==> src/rtl/avl_mem_arbiter.sv <==
// ---------------------------------------------------------------------------
// avl_mem_arbiter
//   Shares one DDR3 controller Avalon port among N_MASTERS buffer units.
//   Masters request by raising read or write. Grant is round-robin starting
//   at rr_ptr, with a bounded hold of MAX_HOLD accepted commands per tenure.
//   Every accepted read pushes the owner index into an in-order tag FIFO, so
//   returning read data is steered to the master that issued it, even after
//   the grant has moved on.
//
// Ports (master i occupies slice [i*W +: W] of every flattened vector):
//   iCLK, iRST              clock, synchronous active-high reset
//   m_avl_read/write        per-master command request
//   m_avl_burstbegin        per-master burstbegin
//   m_avl_address           per-master address            (N_MASTERS*ADDR_W)
//   m_avl_writedata         per-master write data         (N_MASTERS*DATA_W)
//   m_avl_wait_request_n    per-master command accept (0 unless owner)
//   m_avl_readdatavalid     per-master routed read-valid
//   m_avl_readdata          read data broadcast to all masters
//   m_local_init_done       replicated ddr_local_init_done
//   ddr_avl_*               command/status port of the DDR3 controller
//   oRD_ERR                 sticky: readdatavalid arrived with no tag pending
//   oGRANT / oGRANT_VALID   current owner index / owner valid (debug)
// ---------------------------------------------------------------------------
module avl_mem_arbiter #(
   parameter int N_MASTERS = 4,
   parameter int ADDR_W    = 26,
   parameter int DATA_W    = 128,
   parameter int MAX_HOLD  = 8,
   parameter int RD_DEPTH  = 16
) (
   input  logic                          iCLK,
   input  logic                          iRST,
   input  logic [N_MASTERS-1:0]          m_avl_read,
   input  logic [N_MASTERS-1:0]          m_avl_write,
   input  logic [N_MASTERS-1:0]          m_avl_burstbegin,
   input  logic [N_MASTERS*ADDR_W-1:0]   m_avl_address,
   input  logic [N_MASTERS*DATA_W-1:0]   m_avl_writedata,
   output logic [N_MASTERS-1:0]          m_avl_wait_request_n,
   output logic [N_MASTERS-1:0]          m_avl_readdatavalid,
   output logic [DATA_W-1:0]             m_avl_readdata,
   output logic [N_MASTERS-1:0]          m_local_init_done,
   output logic                          ddr_avl_read,
   output logic                          ddr_avl_write,
   output logic                          ddr_avl_burstbegin,
   output logic [ADDR_W-1:0]             ddr_avl_address,
   output logic [DATA_W-1:0]             ddr_avl_writedata,
   input  logic                          ddr_avl_wait_request_n,
   input  logic                          ddr_avl_readdatavalid,
   input  logic                          ddr_local_init_done,
   input  logic [DATA_W-1:0]             ddr_avl_readdata,
   output logic                          oRD_ERR,
   output logic [$clog2(N_MASTERS)-1:0]  oGRANT,
   output logic                          oGRANT_VALID
);

   localparam int GW = $clog2(N_MASTERS);
   localparam int PW = $clog2(RD_DEPTH);
   localparam int CW = PW + 1;

   typedef enum logic {ST_IDLE, ST_OWN} state_t;

   // Arbitration state
   state_t          r_state;
   logic [GW-1:0]   r_grant;
   logic [GW-1:0]   r_rr_ptr;
   logic [7:0]      r_hold_cnt;

   // Return-tag FIFO
   logic [GW-1:0]   r_tag_mem [RD_DEPTH];
   logic [PW-1:0]   r_wr_ptr;
   logic [PW-1:0]   r_rd_ptr;
   logic [CW-1:0]   r_count;
   logic            r_rd_err;

   logic [N_MASTERS-1:0] w_req;
   logic            w_own;
   logic            w_own_rd;
   logic            w_own_wr;
   logic            w_full;
   logic            w_stall;
   logic            w_wrn_eff;
   logic            w_accept;
   logic            w_push;
   logic            w_pop;
   logic            w_spurious;
   logic            w_last_hold;
   logic            w_pick_valid;
   logic [GW-1:0]   w_pick;
   logic [GW-1:0]   w_cand;
   logic [GW-1:0]   w_grant_next;

   assign w_req       = m_avl_read | m_avl_write;
   assign w_own       = (r_state == ST_OWN);
   assign w_own_rd    = w_own & m_avl_read[r_grant];
   assign w_own_wr    = w_own & m_avl_write[r_grant];
   assign w_full      = (r_count == CW'(RD_DEPTH));
   // A full tag FIFO stalls only reads; it is not relieved by a same-cycle pop.
   assign w_stall     = w_own_rd & w_full;
   assign w_wrn_eff   = ddr_avl_wait_request_n & ~w_stall;
   assign w_accept    = (w_own_rd | w_own_wr) & w_wrn_eff;
   // Read wins over a simultaneous (illegal) write, so any accepted read pushes.
   assign w_push      = w_accept & w_own_rd;
   assign w_pop       = ddr_avl_readdatavalid & (r_count != '0);
   assign w_spurious  = ddr_avl_readdatavalid & (r_count == '0);
   assign w_last_hold = (r_hold_cnt == 8'(MAX_HOLD - 1));
   assign w_grant_next = (r_grant == GW'(N_MASTERS - 1)) ? '0 : r_grant + 1'b1;

   // Round-robin pick: first requester at or after rr_ptr, with wrap.
   // Walking offsets downward lets the smallest offset overwrite the others.
   always_comb begin
      // NOTE: every signal driven here gets a default first, so no path can
      // leave it unassigned and infer a latch.
      w_pick_valid = 1'b0;
      w_pick       = '0;
      w_cand       = '0;
      for (int k = N_MASTERS - 1; k >= 0; k--) begin
         w_cand = GW'((int'(r_rr_ptr) + k) % N_MASTERS);
         if (w_req[w_cand]) begin
            w_pick_valid = 1'b1;
            w_pick       = w_cand;
         end
      end
   end

   // Command path: the owner is forwarded combinationally, everything else
   // is held at zero.
   always_comb begin
      ddr_avl_read         = 1'b0;
      ddr_avl_write        = 1'b0;
      ddr_avl_burstbegin   = 1'b0;
      ddr_avl_address      = '0;
      ddr_avl_writedata    = '0;
      m_avl_wait_request_n = '0;
      if (w_own) begin
         ddr_avl_read         = w_own_rd & ~w_full;
         ddr_avl_write        = w_own_wr & ~w_own_rd;
         ddr_avl_burstbegin   = m_avl_burstbegin[r_grant];
         ddr_avl_address      = m_avl_address[int'(r_grant)*ADDR_W +: ADDR_W];
         ddr_avl_writedata    = m_avl_writedata[int'(r_grant)*DATA_W +: DATA_W];
         m_avl_wait_request_n[r_grant] = w_wrn_eff;
      end
   end

   // Read return: the FIFO head selects which master sees the valid.
   always_comb begin
      m_avl_readdatavalid = '0;
      if (w_pop) begin
         m_avl_readdatavalid[r_tag_mem[r_rd_ptr]] = 1'b1;
      end
   end

   assign m_avl_readdata    = ddr_avl_readdata;
   assign m_local_init_done = {N_MASTERS{ddr_local_init_done}};
   assign oRD_ERR           = r_rd_err;
   assign oGRANT            = r_grant;
   assign oGRANT_VALID      = w_own;

   // Grant FSM. Release happens when the owner goes quiet or when the
   // MAX_HOLD-th command of the tenure is accepted.
   always_ff @(posedge iCLK) begin
      // NOTE: sequential state uses non-blocking assignments so every register
      // samples the pre-edge values regardless of statement order.
      if (iRST) begin
         r_state    <= ST_IDLE;
         r_grant    <= '0;
         r_rr_ptr   <= '0;
         r_hold_cnt <= '0;
      end else begin
         case (r_state)
            ST_IDLE: begin
               if (ddr_local_init_done && w_pick_valid) begin
                  r_grant    <= w_pick;
                  r_hold_cnt <= '0;
                  r_state    <= ST_OWN;
               end
            end
            ST_OWN: begin
               if (!w_own_rd && !w_own_wr) begin
                  r_state  <= ST_IDLE;
                  r_rr_ptr <= w_grant_next;
               end else if (w_accept) begin
                  if (w_last_hold) begin
                     r_state  <= ST_IDLE;
                     r_rr_ptr <= w_grant_next;
                  end else begin
                     r_hold_cnt <= r_hold_cnt + 8'd1;
                  end
               end
            end
            default: r_state <= ST_IDLE;
         endcase
      end
   end

   // Tag FIFO control and the sticky spurious-return flag.
   always_ff @(posedge iCLK) begin
      if (iRST) begin
         r_wr_ptr <= '0;
         r_rd_ptr <= '0;
         r_count  <= '0;
         r_rd_err <= 1'b0;
      end else begin
         if (w_push) r_wr_ptr <= r_wr_ptr + 1'b1;
         if (w_pop)  r_rd_ptr <= r_rd_ptr + 1'b1;
         case ({w_push, w_pop})
            2'b10:   r_count <= r_count + 1'b1;
            2'b01:   r_count <= r_count - 1'b1;
            default: r_count <= r_count;
         endcase
         if (w_spurious) r_rd_err <= 1'b1;
      end
   end

   // NOTE: the tag storage has no reset; entries are only ever read after
   // being written, because the count gates every pop.
   always_ff @(posedge iCLK) begin
      if (w_push) r_tag_mem[r_wr_ptr] <= r_grant;
   end

endmodule

==> config.mk <==
export PLATFORM = sky130hd
export DESIGN_NAME = avl_mem_arbiter
export DESIGN_NICKNAME = d
export VERILOG_FILES = /design/src/rtl/avl_mem_arbiter.sv
export SDC_FILE = /design/constraint.sdc
export NUM_CORES = 1
export LEC_CHECK = 0
export BUFFER_PORTS_ARGS = -buffer_cell sky130_fd_sc_hd__buf_2
export CAP_MARGIN = 20
export CORE_AREA = 2 2 412 414
export CTS_BUF_LIST = sky130_fd_sc_hd__clkbuf_16
export DETAILED_ROUTE_END_ITERATION = 10
export DIE_AREA = 0 0 414 416
export PLACE_DENSITY_LB_ADDON = 0.25
export SETUP_SLACK_MARGIN = 0.5
export SYNTH_ARGS = -nofsm -noshare
export SYNTH_HDL_FRONTEND = slang
export SYNTH_SLANG_ARGS = --single-unit
==> constraint.sdc <==
create_clock -name iCLK -period 9.26 [get_ports iCLK]
set_input_delay 1.389 -clock iCLK [delete_from_list [all_inputs] [get_ports iCLK]]
set_output_delay 1.389 -clock iCLK [all_outputs]
set_load 0.1 [all_outputs]
==> results of run 1 <==
## critical path, cell delays in order, from the launching register on
cell and delay, ns:
dfxtp_4 0.55, buf_4 0.65, buf_4 0.81, mux4_2 0.38
and2_1 0.20, buf_2 0.46
## synth_stat cells (2+ instances only)
cell	n
dfxtp_1	31
nor4_1	2
or2_2	2
and2_1	161
nor2_1	37
nand3_1	14
clkbuf_1	43
nand2_1	17
buf_1	6
a31oi_1	9
nand4_1	2
buf_2	16
ha_1	14
inv_1	12
buf_6	2
edfxtp_1	32
mux2i_1	7
nor3_1	8
or3b_2	2
or4_1	2
xnor2_1	3
nand3b_1	2
or3_1	6
a21oi_1	12
buf_4	132
o21ai_0	4
and3_1	2
nand2b_1	3
xor2_1	6
mux4_2	166
## area by class of cell
cell class | instances | area, sq um
clock inverters | 7 | 40.0
flip-flops and latches | 63 | 1590
diodes | 41 | 103
clock buffers | 9 | 225
fillers | 19856 | 153000
inverters | 12 | 45.0
multi-input cells | 504 | 5870
well taps | 2218 | 2780
repair buffers | 813 | 4100
## logic make-up after synthesis
family | count (synthesis) | share of synthesized area
AO/OA/AOI/OAI | 41 | 0.0310
flip-flops | 63 | 0.180
multiplexers | 174 | 0.435
AND/OR/NAND/NOR | 266 | 0.174
buffers and inverters | 211 | 0.151
XOR/XNOR | 9 | 0.00899
adder cells (fa/ha/maj) | 14 | 0.0200
## power by group through the flow
stage	clock network [mW]	logic, mW	registers, mW
floorplan	0	0.887	0.330
global placement	0	0.955	0.338
detailed placement	0	0.950	0.338
CTS	0.319	0.956	0.332
global route	0.330	0.986	0.335
finish	0.306	0.941	0.331
## per-stage QoR
step | cell area [sq um] | std cells | hold slack, ns
final | 14800 | 3667 | 0.472
after global routing | 14700 | 3653 | 0.524
after CTS | 14600 | 3626 | 0.476
after detailed placement | 14400 | 3610 | 0.463
after global placement | 14400 | 3610 | 0.454
after floorplan | 8770 | 778 | 0.465
## registers in the layout (all words and copies together), names as in the netlist, named ones only
signal	flops
r_rr_ptr	2
oGRANT	2
r_wr_ptr	4
oRD_ERR	1
r_count	5
r_rd_ptr	4
r_hold_cnt	8
r_tag_mem	32
oGRANT_VALID	1
## metal layers
layer	up-vias	global-route usage
met4	46	0.0478
met3	334	0.0589
li1	4107	-
met2	978	0.190
met1	5154	0.122
met5	-	0.0156
## path summary, 6_finish.rpt
path	start	endpoint	slack (ns)
min	oRD_ERR	oRD_ERR	0.47
max	oGRANT[1]	ddr_avl_writedata[48]	4.33
max reg2reg	oGRANT[1]	r_count[4]	5.26
min reg2reg	oRD_ERR	oRD_ERR	0.47
==> summary.md, run 1 <==
| Metric | Value |
|---|---|
| Status | `finished, final reports clean` |
| WL met3 | `12.6 mm` |
| Final antenna-violating net count | `0` |
| Endpoint class of the critical path | `output port` |
| Drt first pass iters | `5` |
| Drc violations | `0` |
| Synth Instances | `778` |
| Bufs on Longest Clock Path | `2` |
| Largest net degree at the start of global routing | `92` |
| Fin crit share | `0.533` |
| Met2 wire length | `48.6 mm` |
| Period minus WS final | `4.93 ns` |
| Post-synth ARST share | `0` |
| Int Pwr | `773 uW` |
| IO Port Bufs | `805` |
| Setup CP Type | `reg -> out` |
| Critical path required time | `7.87 ns` |
| Flop pwr share | `0.210` |
| CTS sink cnt | `63` |
| Post-route setup slack | `4.33 ns` |
| All-Layer GR Usage | `0.115` |
| Synth area leader | `mux4_2` |
| DR top layer | `met5` |
| Worst rel slew slack | `0.361` |
| CP Launch Type | `flip-flop` |
| Net Switching | `805 uW` |
| Ports | `1,062` |
| Count of cell types in the netlist | `53` |
| Clk pwr share | `0.194` |
| Logic pwr share | `0.596` |
| GP Congestion | `0.945` |
| CTS tree | `done` |
| PD cells | `107 mW/mm^2` |
| Most common cell after layout, fill and taps aside | `buf_2` |
| Commonest cells after routing, fill and taps aside | `buf_2 (805), mux4_2 (166), and2_1 (161)` |
| Worst slew pin tran | `0.959 ns` |
| Synth Area per Inst | `11.3 sq um` |
| Power, Total | `1.58 mW` |
| Yosys top cell area share | `0.426` |
| Hold Buf Count CTS | `0` |
| CTS clk-pin slew, worst paths | `0.06 ns` |
| Lkg Pwr | `5.79 nW` |
| Endpoints failing setup | `0` |
| Total congestion overflow | `0` |
| Highest clock rate | `0.203 GHz` |
| Share of post-route cells with drive strength above 1 | `0.712` |
| Initial DRC count | `733` |
| Resize count post-CTS | `0` |
| EDFF count, synth | `32` |
| CTS buffer count | `9` |
| Sequential share of the synthesized area | `0.180` |
| Fin Clk Skew | `0.00464 ns` |
| Post-layout util | `0.0877` |
| Yosys warning count | `0` |
| Synth area leaders | `mux4_2 (43%), and2_1 (11%), buf_4 (11%)` |
| Antenna violations before repair | `187` |
| First-pass GRT wire length | `126 mm` |
| Via count | `10,619` |
| Root Driver | `clkbuf_16` |
| WL met1 | `36.9 mm` |
| Slew Viols, Final | `0` |
| Peak supply drop | `65.4 uV` |
| Routed WL | `104 mm` |
| Final nets | `2,178` |
| Vias in the first global route | `10,500` |
| Ys flop type | `edfxtp_1` |
| Site Rows | `151` |
| Crit path DAT | `3.54 ns` |
| Hold crit path type | `reg -> reg` |
| Yosys reg bits | `63` |
| Final hold violation count | `0` |
| Die ar. | `0.172 sq mm` |
| Routed len/inst | `28.3 microns` |
| Post-CTS Setup Inserts | `0` |
| Vias per cell | `2.90` |
| Half-perimeter wire length after placement | `94.7 mm` |
| Die H | `416 microns` |
| FF-to-FF path depth | `12` |
| Area Growth Syn to Fin | `68.2%` |
| Mapped Area | `0.00877 sq mm` |
| Chip width | `414 microns` |
| Post-Syn Nets | `1,553` |
| H-tree depth | `3` |
| Critical path fanouts, max | `62` |
| Number of max-cap violations | `0` |
| Core region area | `0.168 sq mm` |
| Skew-Pair Late Insertion Delay | `0.33 ns` |
| Setup TNS | `0 ns` |
| RSZ-0062 raised after global routing | `false` |
| WHS Path Cells | `2` |
| DP Worst Slack | `4.58 ns` |
| Net Sw Frac | `0.510` |
| Initial Util | `0.0522` |
(Power assumes the default switching activity.)
==> run 2: changes to the inputs <==
==> constraint.sdc (replaced) <==
create_clock -name iCLK -period 4.1 [get_ports iCLK]
set_input_delay 0.615 -clock iCLK [delete_from_list [all_inputs] [get_ports iCLK]]
set_output_delay 0.615 -clock iCLK [all_outputs]
set_load 0.1 [all_outputs]
==> run 2 against run 1 <==
  * Combinational power is 130% higher
  * Register-to-register slack worse by 4.3 ns
  * Design area is 1.4% higher
  * Clock skew hardly changed
  * Setup slack worse by 3.6 ns
==> summary.md, run 2 (synthesized netlist as in run 1, its figures left out) <==
| Metric | Value |
|---|---|
| Status | `finished, final reports clean` |
| Setup CP Type | `reg -> out` |
| CTS clk-pin slew, worst paths | `0.06 ns` |
| Critical path required time | `3.48 ns` |
| Critical path fanouts, max | `58` |
| CTS sink cnt | `63` |
| Chip width | `414 microns` |
| Routed WL | `103 mm` |
| GP Congestion | `1.10` |
| Hold Buf Count CTS | `0` |
| Post-CTS Setup Inserts | `0` |
| Fin crit share | `0.828` |
| Vias in the first global route | `10,528` |
| CTS tree | `done` |
| Final instance area | `0.0150 sq mm` |
| Reg2reg end | `r_count[4]` |
| Hold Crit Endpoint | `oRD_ERR` |
| Root Driver | `clkbuf_16` |
| Hold Path Origin | `oRD_ERR` |
| Setup TNS | `0 ns` |
| Slowest cell on crit path | `mux4_2` |
| WP buf/inv | `3` |
| CP Launch Type | `flip-flop` |
| Peak supply drop | `150 uV` |
| Drc violations | `0` |
| Largest net degree at the start of global routing | `143` |
| WHS Path Cells | `2` |
| Half-perimeter wire length after placement | `94.2 mm` |
| Final hold violation count | `0` |
| RSZ-0062 raised after global routing | `false` |
| Vias per cell | `2.80` |
| Number of max-cap violations | `0` |
| Via count | `10,312` |
| Total congestion overflow | `0` |
| Share of post-route cells with drive strength above 1 | `0.716` |
| Most common cell after layout, fill and taps aside | `buf_2` |
| FF-to-FF path depth | `12` |
| Most flops, register | `r_tag_mem` |
| Drt first pass iters | `5` |
| Hold crit path type | `reg -> reg` |
| DP Worst Slack | `0.670 ns` |
| Antenna violations before repair | `161` |
| Routed len/inst | `27.9 microns` |
| Slew Viols, Final | `0` |
| Worst rel slew slack | `0.362` |
| Commonest cells after routing, fill and taps aside | `buf_2 (804), mux4_2 (166), and2_1 (161)` |
| Skew-Pair Late Insertion Delay | `0.35 ns` |
| Final nets | `2,184` |
| Initial Util | `0.0522` |
| Period minus WS final | `3.39 ns` |
| Setup slack, reg-to-reg | `0.97 ns` |
| CP peak stage delay | `0.64 ns` |
| Crit path DAT | `2.78 ns` |
| Site Rows | `151` |
| Die H | `416 microns` |
| Crit-path most repeated cell | `buf_12` |
| Highest clock rate | `0.295 GHz` |
| H-tree depth | `3` |
| Worst slew pin tran | `0.957 ns` |
| Ports | `1,062` |
| Bufs on Longest Clock Path | `2` |
| Lkg Pwr | `5.87 nW` |
| CTS buffer count | `9` |
| IO Port Bufs | `805` |
| Instance area at placement | `0.0145 sq mm` |
| Endpoints failing setup | `0` |
| Critical path, cell by cell | `buf_12, buf_12, mux4_2, and2_1, buf_2` |
| Core region area | `0.168 sq mm` |
| Final antenna-violating net count | `0` |
| First-pass GRT wire length | `126 mm` |
| Area Growth Syn to Fin | `70.6%` |
| Resize count post-CTS | `0` |
| CP top delay family | `buffers and inverters` |
| PD cells | `252 mW/mm^2` |
| R2r startpoint | `r_count[1]` |
| Die ar. | `0.172 sq mm` |
| Endpoint class of the critical path | `output port` |
| Initial DRC count | `702` |
| Biggest regs | `r_tag_mem x32, r_hold_cnt x8, r_count x5` |
| All-Layer GR Usage | `0.115` |
| Largest register FFs | `32` |
| Fin Clk Skew | `0.00428 ns` |
| Post-route setup slack | `0.707 ns` |
## run 2: changes by cell type in the layout (fill, tap and decap cells not counted), sizes merged
cell | previous run | this run
inv | 12 | 15
clkinv | 5 | 0
buf | 813 | 819
diode | 41 | 53
bufinv | 0 | 2
## run 2: cell type report
type | instances | area [sq um]
clock inverters | 7 | 101
diodes | 53 | 133
inverters | 12 | 45.0
repair buffers | 819 | 4210
well taps | 2218 | 2780
clock buffers | 9 | 225
flip-flops and latches | 63 | 1590
fillers | 19810 | 153000
multi-input cells | 504 | 5880
## run 2: layer usage
layer,share of wire,GRT usage,up-vias
met5,0.0043,0.00472,-
met4,0.047,0.0474,56
met3,0.15,0.0732,249
met2,0.46,0.184,894
met1,0.34,0.118,4977
li1,-,-,4136
## run 2: where the power goes
part           switching, mW  internal, mW
sequential            0.0528         0.685
clock                  0.320         0.538
combinational           1.49         0.682
## run 2: stage by stage
stage	total power, mW	hold slack [ns]	util	std cells
floorplan	2.75	0.465	-	778
global placement	2.95	0.471	0.0862	3616
detailed placement	2.95	0.470	0.0862	3616
CTS	3.83	0.484	0.0882	3632
global route	3.94	0.512	0.0886	3660
finish	3.76	0.481	0.0890	3685
## run 2: how the worst max path moves through the flow
stage               cells after the start          start                      to
floorplan                              13      oGRANT[0]              r_count[4]
CTS                                     4      flip-flop  m_avl_readdatavalid[0]
global route                            4      flip-flop  m_avl_readdatavalid[0]
detailed placement                     12  m_avl_read[3]              r_count[4]
global placement                       10  m_avl_read[3]              r_count[3]
finish                                  5      oGRANT[0]   ddr_avl_writedata[53]
## run 2: tightest hold or removal path: stages (launching register included)
cell,delay [ns]
dfxtp_1,0.33
a31oi_1,0.04
nor2_1,0.07
